<file path="config.mk">
export PLATFORM = sky130hd
export DESIGN_NAME = palette_loader
export DESIGN_NICKNAME = d
export VERILOG_FILES = /design/src/rtl/gpu_palette_pkg.sv /design/src/rtl/palette_loader.sv
export SDC_FILE = /design/constraint.sdc
export NUM_CORES = 1
export LEC_CHECK = 0
export CAP_MARGIN = 25
export CELL_PAD_IN_SITES_DETAIL_PLACEMENT = 0
export CELL_PAD_IN_SITES_GLOBAL_PLACEMENT = 2
export CORE_MARGIN = 3
export CORE_UTILIZATION = 25
export DETAILED_ROUTE_END_ITERATION = 8
export PLACE_DENSITY_LB_ADDON = 0.1
export SLEW_MARGIN = 20
export SYNTH_ARGS = -nofsm -noshare
export SYNTH_HDL_FRONTEND = slang
export SYNTH_SLANG_ARGS = --single-unit
</file>
<file path="constraint.sdc">
create_clock -name clk -period 2.8 [get_ports clk]
set_input_delay 0.56 -clock clk [delete_from_list [all_inputs] [get_ports clk]]
set_output_delay 0.56 -clock clk [all_outputs]
set_load 0.1 [all_outputs]
</file>
<file path="src/rtl/gpu_palette_pkg.sv">
// Shared palette-stage definitions: memory geometry and the loader state encoding.
package gpu_palette_pkg;

  localparam int PAL_ADDR_W  = 10;
  localparam int PAL_DATA_W  = 16;
  localparam int PAL_ENTRIES = 1024;
  localparam int PAL_CNT_W   = 11;

  typedef enum logic [1:0] {
    IDLE,
    COUNT,
    DATA,
    DRAIN
  } loadState_t;

  function automatic logic countLegal(input logic [PAL_CNT_W-1:0] c);
    return (c != '0) && (c <= PAL_CNT_W'(PAL_ENTRIES));
  endfunction

endpackage

</file>
<file path="src/rtl/palette_loader.sv">
// Parses host palette bursts (start, count, data...) and drives the palette
// write port one entry per cycle, optionally gated to vertical blanking.
module palette_loader
  import gpu_palette_pkg::*;
#(
  parameter int ADDR_W       = PAL_ADDR_W,
  parameter int DATA_W       = PAL_DATA_W,
  parameter bit VBLANK_GATED = 1'b1
) (
  input  logic              clk,
  input  logic              rst,
  input  logic              s_valid,
  input  logic [DATA_W-1:0] s_data,
  input  logic              s_last,
  output logic              s_ready,
  input  logic              vblank,
  output logic              pal_we,
  output logic [ADDR_W-1:0] pal_addr,
  output logic [DATA_W-1:0] pal_wdata,
  output logic              busy,
  output logic              done,
  output logic              err
);

  loadState_t             state, stateNext;
  logic                   readyReg;
  logic [ADDR_W-1:0]      addr;
  logic [PAL_CNT_W-1:0]   remaining;
  logic [PAL_CNT_W-1:0]   countWord;
  logic                   accept;
  logic                   loadAddr, loadCount, writeBeat;
  logic                   setErr, clrErr, pulseDone;

  assign countWord = s_data[PAL_CNT_W-1:0];

  // Only the DATA state is throttled by vblank; the gate is combinational so
  // a falling vblank stalls the very next edge.
  assign s_ready = readyReg && ((state != DATA) || vblank || !VBLANK_GATED);
  assign accept  = s_valid && s_ready;

  always_ff @(posedge clk or negedge rst) begin
    if (!rst) state <= IDLE;
    else      state <= stateNext;
  end

  always_comb begin
    stateNext = state;
    loadAddr  = 1'b0;
    loadCount = 1'b0;
    writeBeat = 1'b0;
    setErr    = 1'b0;
    clrErr    = 1'b0;
    pulseDone = 1'b0;
    if (accept) begin
      unique case (state)
        IDLE: begin
          loadAddr = 1'b1;
          clrErr   = 1'b1;
          if (s_last) setErr = 1'b1;
          else        stateNext = COUNT;
        end
        COUNT: begin
          if (s_last) begin
            setErr    = 1'b1;
            stateNext = IDLE;
          end else if (!countLegal(countWord)) begin
            setErr    = 1'b1;
            stateNext = DRAIN;
          end else begin
            loadCount = 1'b1;
            stateNext = DATA;
          end
        end
        DATA: begin
          writeBeat = 1'b1;
          if (remaining == PAL_CNT_W'(1)) begin
            if (s_last) begin
              pulseDone = 1'b1;
              stateNext = IDLE;
            end else begin
              setErr    = 1'b1;
              stateNext = DRAIN;
            end
          end else if (s_last) begin
            setErr    = 1'b1;
            stateNext = IDLE;
          end
        end
        DRAIN: begin
          if (s_last) stateNext = IDLE;
        end
        default: stateNext = IDLE;
      endcase
    end
  end

  always_ff @(posedge clk or negedge rst) begin
    if (!rst) begin
      readyReg  <= 1'b0;
      addr      <= '0;
      remaining <= '0;
      pal_we    <= 1'b0;
      pal_addr  <= '0;
      pal_wdata <= '0;
      busy      <= 1'b0;
      done      <= 1'b0;
      err       <= 1'b0;
    end else begin
      readyReg <= 1'b1;
      pal_we   <= writeBeat;
      done     <= pulseDone;
      busy     <= (stateNext != IDLE);
      if (loadAddr)       addr <= s_data[ADDR_W-1:0];
      else if (writeBeat) addr <= addr + ADDR_W'(1);
      if (loadCount)      remaining <= countWord;
      else if (writeBeat) remaining <= remaining - PAL_CNT_W'(1);
      if (writeBeat) begin
        pal_addr  <= addr;
        pal_wdata <= s_data;
      end
      // A header that itself carries s_last both clears and re-flags err.
      if (setErr)      err <= 1'b1;
      else if (clrErr) err <= 1'b0;
    end
  end

endmodule
</file>
======== After elaboration in Yosys (flattened, before gate mapping) ========
Index checks and enable logic that the tools add are counted.
word-level totals
  bits in registers ....................... 54
  input port bits ......................... 21
  output and inout bits ................... 31
  word-level logic and storage cells ...... 60
cells by class
  add/subtract/negate cells ............... 2
  magnitude comparators ................... 1
  eq/ne operators ......................... 5
  multiplexer cells ....................... 32
  reduce and logical (&&, ||, !) cells .... 10
operators by type and width
  cell                                                                  count
  11-bit 2-to-1 mux                                                     2
  1-bit 2-to-1 mux                                                      20
  10-bit 2-to-1 mux                                                     2
  2-bit 2-to-1 mux                                                      6
  11-bit by 1-bit == test with 1-bit output, second input constant      1
  11-bit <= comparator, second input constant                           1
  11-bit nonzero test                                                   1
  11-bit by 1-bit subtractor with 11-bit output, second input constant  1
  10-bit by 1-bit adder with 10-bit output, second input constant       1
  2-bit case mux with 4 select lines                                    1
  2-bit nonzero test                                                    4
  2-bit == test, second input constant                                  2
  1-bit logical AND                                                     3
  1-bit case mux with 3 select lines                                    1
  2-bit by 1-bit == test with 1-bit output, second input constant       1
  2-bit logical NOT                                                     1
  2-bit != test, second input constant                                  1
  1-bit logical OR                                                      1

======== Logic depth before layout (Yosys ltp) ========
Gate-level depths: netlist of the first run.
  depth after elaboration ................. 7
  mapped depth ............................ 8
  gate-level depth less buffers ........... 6

======== Worst setup path after synthesis of the first run ========
Ideal clock, no wire load.
  path type ............................... reg-to-output
  start point ............................. register state[1]
  end point ............................... output s_ready
  arrival time ............................ 2.882 ns
  data required time ...................... 2.240 ns
  path slack .............................. -0.642 ns
  cell stages (with the launch flop) ...... 4
  path buffers ............................ 2
  cells stage by stage .................... dfrtp_1 > clkbuf_1 > clkbuf_1 > a21boi_0
between the ends
  word-level cells in the longest chain between the ends .. 3
ends and longest elaborated chain
  element                   RTL line              source
  start: declaration        palette_loader.sv:25  loadState_t state, stateNext;
  start signal: assignment  palette_loader.sv:43  else state <= stateNext;
  2-bit != test             palette_loader.sv:38  assign s_ready = readyReg && ((state != DATA) || vblank || !VBLANK_GATED);
  1-bit logical OR          palette_loader.sv:38
  1-bit logical AND         palette_loader.sv:38
  end: declaration          palette_loader.sv:15  output logic s_ready,
No other way between the ends.

======== Worst setup path in the final report of the first run ========
  start point ............................. register remaining[6]
  end point ............................... register err
between the ends
  word-level cells in the longest chain between the ends .. 5
  elaborated cells on any way between the ends .. 6
  those cells by class .................... 1 x eq/ne; 4 x mux; 1 x reduce/logical
ends and longest elaborated chain
  element                                                 RTL line               source
  start: declaration                                      palette_loader.sv:28   logic [PAL_CNT_W-1:0] remaining;
  start signal: assignment                                palette_loader.sv:115  if (loadCount) remaining <= countWord;
  start signal: assignment                                palette_loader.sv:116  else if (writeBeat) remaining <= remaining - PAL_CNT_W'(1);
  11-bit by 1-bit == test with 1-bit output *             palette_loader.sv:76   if (remaining == PAL_CNT_W'(1)) begin
  1-bit 2-to-1 mux *                                      palette_loader.sv:76
  1-bit case mux with 3 select lines *                    palette_loader.sv:55   unique case (state)
  1-bit 2-to-1 mux *                                      palette_loader.sv:54   if (accept) begin
  1-bit 2-to-1 mux or 2-bit nonzero test (tied branches)  --
  end signal: assignment                                  palette_loader.sv:107  err <= 1'b0;
  end signal: assignment                                  palette_loader.sv:122  if (setErr) err <= 1'b1;
  end signal: assignment                                  palette_loader.sv:123  else if (clrErr) err <= 1'b0;
  end: declaration                                        palette_loader.sv:22   output logic err
Every way passes the cells marked *; elsewhere a longest branch is shown, timed or not.
A chain may end at the register's enable or synchronous reset.

==> results of run 1 <==
[through the flow]
step | hold WS (ps) | std cells | utilization [%] | setup slack, ps
after global routing | 165 | 488 | 33.6 | 178
after CTS | 155 | 488 | 33.6 | 340
after detailed placement | 466 | 480 | 32.7 | 124
final | 146 | 488 | 33.6 | 412
after global placement | 459 | 480 | 32.7 | 142
after floorplan | 264 | 291 | - | 123
[logic make-up (layout without fill, tap and decap cells)]
kind of cell    Yosys count  in the layout
compound gates           49             49
simple gates            146            146
xor+xnor                  6              6
flops                    54             54
mux                       9              9
buf+inv                  22             83
fa+ha+maj                 4              4
other cells               1              1
[Yosys cell counts (all sizes together) (6+ instances only)]
library cell and count:
a21oi 6, clkbuf 10, dfrtp 54, inv 7, nand2 87, nand3 8, nor3 8, o21ai 16
[cell type report]
| type | instances | area share (%) |
|---|---|---|
| sequential | 54 | 38.9 |
| multi-input combinational | 215 | 35.1 |
| timing repair buffer | 68 | 17.5 |
| tap | 136 | 4.90 |
| clock buffer | 6 | 2.38 |
| inverter | 7 | 0.757 |
| clock inverter | 2 | 0.469 |
[how the worst max path moves through the flow]
stage | startpoint | to | slack [ps] | depth (start not counted)
after global placement | s_data[1] | remaining[4] | 140 | 7
after detailed placement | s_data[1] | remaining[5] | 120 | 7
after global routing | remaining[6] | err | 180 | 5
after CTS | remaining[6] | err | 340 | 5
final | remaining[6] | err | 410 | 5
after floorplan | state[1] | s_ready | 120 | 3
[report_power, final]
part           switching (mW)  internal, mW
combinational            1.69         0.555
sequential              0.267          1.07
clock                   0.292         0.205
total                    2.25          1.83
[registers in the layout, indices dropped and copies added, names as in the netlist]
| signal | cells |
|---|---|
| addr | 10 |
| busy | 1 |
| done | 1 |
| err | 1 |
| pal_addr | 10 |
| pal_wdata | 16 |
| pal_we | 1 |
| readyReg | 1 |
| remaining | 11 |
| state | 2 |
[per-layer routing]
layer	share of wire [%]	track usage (%)
met4	2.0	4.42
met3	4.6	2.19
met2	42	21.1
met5	0	0
met1	51	20.5
[critical path, stage by stage, from the launching register on]
cell and delay [ps]:
dfrtp_1 450, or4_2 710, nor4b_1 440, ha_1 340, a211oi_1 220, a211oi_1 110
==> results by group, run 1 <==
Run status
  – Status: completed

Clocking
  – Cells resized by post-CTS repair: 0
  – H-tree levels: 2
  – Clock slew seen by the registers of the worst setup and hold paths: 110 ps
  – Hold Buf Count CTS: 0
  – Post CTS Setup Buffer Count: 0
  – CTS max path bufs: 2
  – TritonCTS Sinks: 54
  – CTS buffer count: 5
  – CTS tree: built
  – Worst-Skew Late Latency: 320 ps
  – Root buf cell: clkbuf_8

STA
  – Setup Skew: 14.5 ps
  – Unrepaired setup endpoints after global routing: no
  – Crit path time final: 2390 ps
  – # setup viols final: 0
  – Fin crit share: 85.3%
  – Final Hold Viols: 0
  – Pins Over Slew Limit: 0
  – Rel. slew slack: 59.9%
  – Max Fclk: 419 MHz
  – Worst-Margin Slew: 601 ps
  – Setup_tns: 0 ps

Synth
  – Cell taking the most area after synthesis: dfrtp_1
  – Post-Synth XOR/XNOR Area: 1.98%
  – Post-Synthesis Cells: 291
  – Share of the synthesized area in the top cell type: 50.8%
  – Netlist cell types: 47
  – Compound-Gate Fraction of Synth Area: 11.8%
  – Synth area leaders: dfrtp_1 51%, nand2_1 12%, o21ai_0 3.0%
  – Synth Area in Adders: 1.88%
  – Top_reg_cell synth: dfrtp_1
  – Post-synth EDFFs: 0
  – Synth Area in Simple Gates: 26.5%
  – Post-synthesis mux area share: 3.58%
  – Yosys Warn Count: 0
  – Synthesized flop and latch total: 54
  – Mapped Area: 2660 µm²
  – Sequential area share after synthesis: 50.8%
  – Post-synth ARST share: 100%
  – Main combinational cell family by area after synthesis: simple AND/OR/NAND/NOR gates
  – Syn_nets: 316
  – Mean post-synth cell area: 9.13 µm²

Finish
  – Most common cell after layout, fill and taps aside: nand2_1
  – Diode count: 0
  – Nets: 376
  – Multi-input logic area: 1220 µm²
  – Sequential Area: 1350 µm²
  – Final instance area: 3470 µm²
  – Filler cell count in the final layout: 1097
  – Ratio of cells with drive above 1 in the final layout: 19.3%
  – Most frequent cells in the layout: 87 x nand2_1, 54 x dfrtp_1, 44 x buf_4, 19 x clkdlybuf4s50_1, 16 x o21ai_0
  – Area Growth Syn to Fin: 30.6%

Pwr
  – Pwr dens: 1180 nW/µm²
  – VDD IR max: 789 µV
  – Leakage: 1.62 nW
  – Final Power: 4.08 mW

Detailed routing
  – Initial DRC count: 104
  – DR pass1 iterations: 4
  – Final WL: 7840 µm
  – Vias per cell: 4.68
  – Drc violations: 0
  – Total number of vias: 2282
  – Routed WL per cell: 16.1 µm
  – Antenna-violating nets left: 0

Placement
  – Final HPWL DP: 5690 µm
  – Number of buffers added on ports: 51
  – Gp weighted congestion: 0.707
  – Placed instance area: 3370 µm²

Floorplan
  – I/O Pins: 52
  – Effective utilization at floorplan: 25.7%
  – Die area: 11900 µm²
  – Height of the die: 109 µm
  – DIE WIDTH: 109 µm
  – CORE AREA: 10300 µm²
  – Floorplan row count: 37

Setup path
  – R2R setup slack: 410 ps
  – Critical path class: flop to flop
  – R2r startpoint: remaining[6]
  – WP data required: 3000 ps
  – Critical Path Sink Type: flop
  – Crit path arrival time: 2580 ps
  – Startpoint Class: flop
  – CP max FO: 6
  – Reg2Reg Depth: 5
  – Worst R2R End: err

Global route
  – Global-route wire length before repair: 12700 µm
  – GR Overflow Total: 0
  – GRT Total Usage: 14.0%
  – Largest net degree at the start of global routing: 38
  – Vias in the first global route: 2246
  – Initial antenna violation count: 0

Worst hold path
  – Hold WC Path Type: primary input to asynchronous set/reset pin

Job
  – # Max-Cap Violations: 0
Note: power is estimated with default switching activity, not from simulation.
==> run 2: changes to the inputs <==
--- a/config.mk
+++ b/config.mk
@@ -11,7 +11,7 @@
 export CORE_MARGIN = 3
 export CORE_UTILIZATION = 25
 export DETAILED_ROUTE_END_ITERATION = 8
-export PLACE_DENSITY_LB_ADDON = 0.1
+export PLACE_DENSITY = 0.63
 export SLEW_MARGIN = 20
 export SYNTH_ARGS = -nofsm -noshare
 export SYNTH_HDL_FRONTEND = slang
==> run 2 against run 1 <==
- via count up 2.5%
- flip-flop and latch count unchanged
- largest power group unchanged
- wire length down 0.13%
- global-route usage down 0.17 points
- total power about the same
- worst hold slack better by 70 ps
- critical endpoint is now remaining[4]
- clock skew down 6.1 ps
- final cell count up 0.41%
- critical path type is now primary input to flop
- utilization about the same
- die area unchanged
- clock power about the same
- non-clock buffer count up 2
==> results by group, run 2 (same netlist as run 1, synthesis figures left out) <==
Placement
  – Post-placement cell count: 482 (+0.42%)
  – Final HPWL DP: 5760 µm (+1.1%)
  – Number of buffers added on ports: 51 (unchanged)
  – Pre-CTS WS: 82.1 ps (-41.5 ps)
  – Gp weighted congestion: 0.823 (+17%)

Detailed routing
  – Routed WL per cell: 16.0 µm (-0.54%)
  – Total number of vias: 2340 (+2.5%)
  – Final WL: 7830 µm (-0.13%)
  – DR pass1 iterations: 5 (+1)
  – Initial DRC count: 121 (+16%)
  – Antenna-violating nets left: 0 (unchanged)
  – Drc violations: 0 (unchanged)
  – Vias per cell: 4.78 (+2.1%)

Finish
  – Diode count: 0 (unchanged)
  – Max reg flops: 16 (unchanged)
  – Most frequent cells in the layout: 87 x nand2_1, 54 x dfrtp_1, 47 x buf_4, 19 x clkdlybuf4s50_1, 16 x o21ai_0
  – Register bank with the most flops: pal_wdata
  – Ratio of cells with drive above 1 in the final layout: 19.8% (+0.46 points)
  – Most common cell after layout, fill and taps aside: nand2_1
  – Fin cells: 490 (+0.41%)
  – Nets: 378 (+0.53%)
  – Top Registers: pal_wdata x16, remaining x11
  – Area Growth Syn to Fin: 30.6% (about the same)

Pwr
  – VDD IR max: 599 µV (-24%)
  – Leakage: 1.62 nW (+0.15%)
  – Pwr dens: 1170 nW/µm² (-0.16%)
  – Final Power: 4.07 mW (about the same)

STA
  – Worst-Margin Slew: 719 ps (+117 ps)
  – Unrepaired setup endpoints after global routing: no
  – Max Fclk: 416 MHz (-0.76%)
  – # setup viols final: 0 (unchanged)
  – Fin crit share: 85.9% (+0.65 points)
  – Final worst setup slack: 394 ps (-18.2 ps)
  – Setup Skew: 8.41 ps (-6.11 ps)
  – Rel. slew slack: 51.4% (-8.5 points)
  – Hold Slack: 216 ps (+69.9 ps)
  – Pins Over Slew Limit: 0 (unchanged)
  – Setup_tns: 0 ps (unchanged)
  – Final Hold Viols: 0 (unchanged)
  – Crit path time final: 2410 ps (+18.2 ps)

Global route
  – GR Overflow Total: 0 (unchanged)
  – GR Util met3: 2.61% (+0.41 points)
  – GRT Total Usage: 13.8% (-0.17 points)
  – Global routing usage on met2: 21.7% (+0.57 points)
  – Largest net degree at the start of global routing: 34 (-11%)
  – Global-route wire length before repair: 12600 µm (-1.1%)
  – Initial antenna violation count: 0 (unchanged)
  – Met1 Use GR: 19.6% (-0.89 points)
  – Top Usage Layer GRT: met2
  – Vias in the first global route: 2243 (-0.13%)

Floorplan
  – I/O Pins: 52 (unchanged)
  – Floorplan row count: 37 (unchanged)
  – Height of the die: 109 µm (unchanged)
  – Die area: 11900 µm² (unchanged)
  – Effective utilization at floorplan: 25.7% (unchanged)
  – DIE WIDTH: 109 µm (unchanged)
  – CORE AREA: 10300 µm² (unchanged)

Clocking
  – Post CTS Setup Buffer Count: 0 (unchanged)
  – CTS buffer count: 5 (unchanged)
  – Cells resized by post-CTS repair: 0 (unchanged)
  – Worst-Skew Late Latency: 320 ps (about the same)
  – Clock slew seen by the registers of the worst setup and hold paths: 110 ps (about the same)
  – TritonCTS Sinks: 54 (unchanged)
  – Hold Buf Count CTS: 0 (unchanged)
  – H-tree levels: 2 (unchanged)
  – CTS max path bufs: 2 (unchanged)
  – CTS tree: built
  – Root buf cell: clkbuf_8

Setup path
  – Critical path class: primary input to flop
  – WP data required: 3010 ps (about the same)
  – R2R setup slack: 480 ps (+70 ps)
  – Crit path arrival time: 2620 ps (+40 ps)
  – Startpoint Class: primary input
  – Critical Path Sink Type: flop
  – CP max FO: 11 (+5)

Worst hold path
  – Hold WC Path Type: primary input to asynchronous set/reset pin

Run status
  – Status: completed

Job
  – # Max-Cap Violations: 0 (unchanged)
## run 2: cell count changes in the layout (fill, tap and decap cells not counted)
cell | before | now
buf_4 | 44 | 47
buf_12 | 4 | 3
## run 2: metal layers
metal  up-vias  part of all wire, %  routed length (µm)
li1       1147                    -                   -
met1      1124                   49                3820
met2        62                   45                3550
met3         7                  5.0                 391
met4         0                 0.83                  65
met5         -                    0                   0
## run 2: where the power goes
part,switching [mW],internal [mW]
Sequential,0.254,1.07
Clock,0.289,0.205
Combinational,1.71,0.551
Total,2.25,1.82
## run 2: stage by stage
step | cell area [µm²] | util [%]
after floorplan | 2660 | -
after global placement | 3370 | 32.7
after detailed placement | 3370 | 32.7
after CTS | 3470 | 33.6
after global routing | 3470 | 33.6
final | 3470 | 33.6
## run 2: worst paths after layout
kind,startpoint,to,cells after the start
min in group clk,pal_wdata[8],pal_wdata[8],2
worst max register to register,remaining[6],err,6
worst min register to register,pal_wdata[8],pal_wdata[8],2
max in group asynchronous,rst,done,2
worst max-delay path,s_data[6],remaining[4],6
worst min-delay path,rst,pal_wdata[13],1
## run 2: critical path: stages
cell,delay [ps]
clkdlybuf4s50_1,470
nor4_1,550
a31oi_1,220
nor3b_1,230
buf_4,230
mux2_2,350
## run 2: final cells by class
| class | count | area [µm²] |
|---|---|---|
| fillers | 1069 | 6850 |
| flip-flops and latches | 54 | 1350 |
| multi-input cells | 215 | 1220 |
| repair buffers | 70 | 608 |
| well taps | 136 | 170 |
| clock buffers | 6 | 82.6 |
| inverters | 7 | 26.3 |
| clock inverters | 2 | 16.3 |
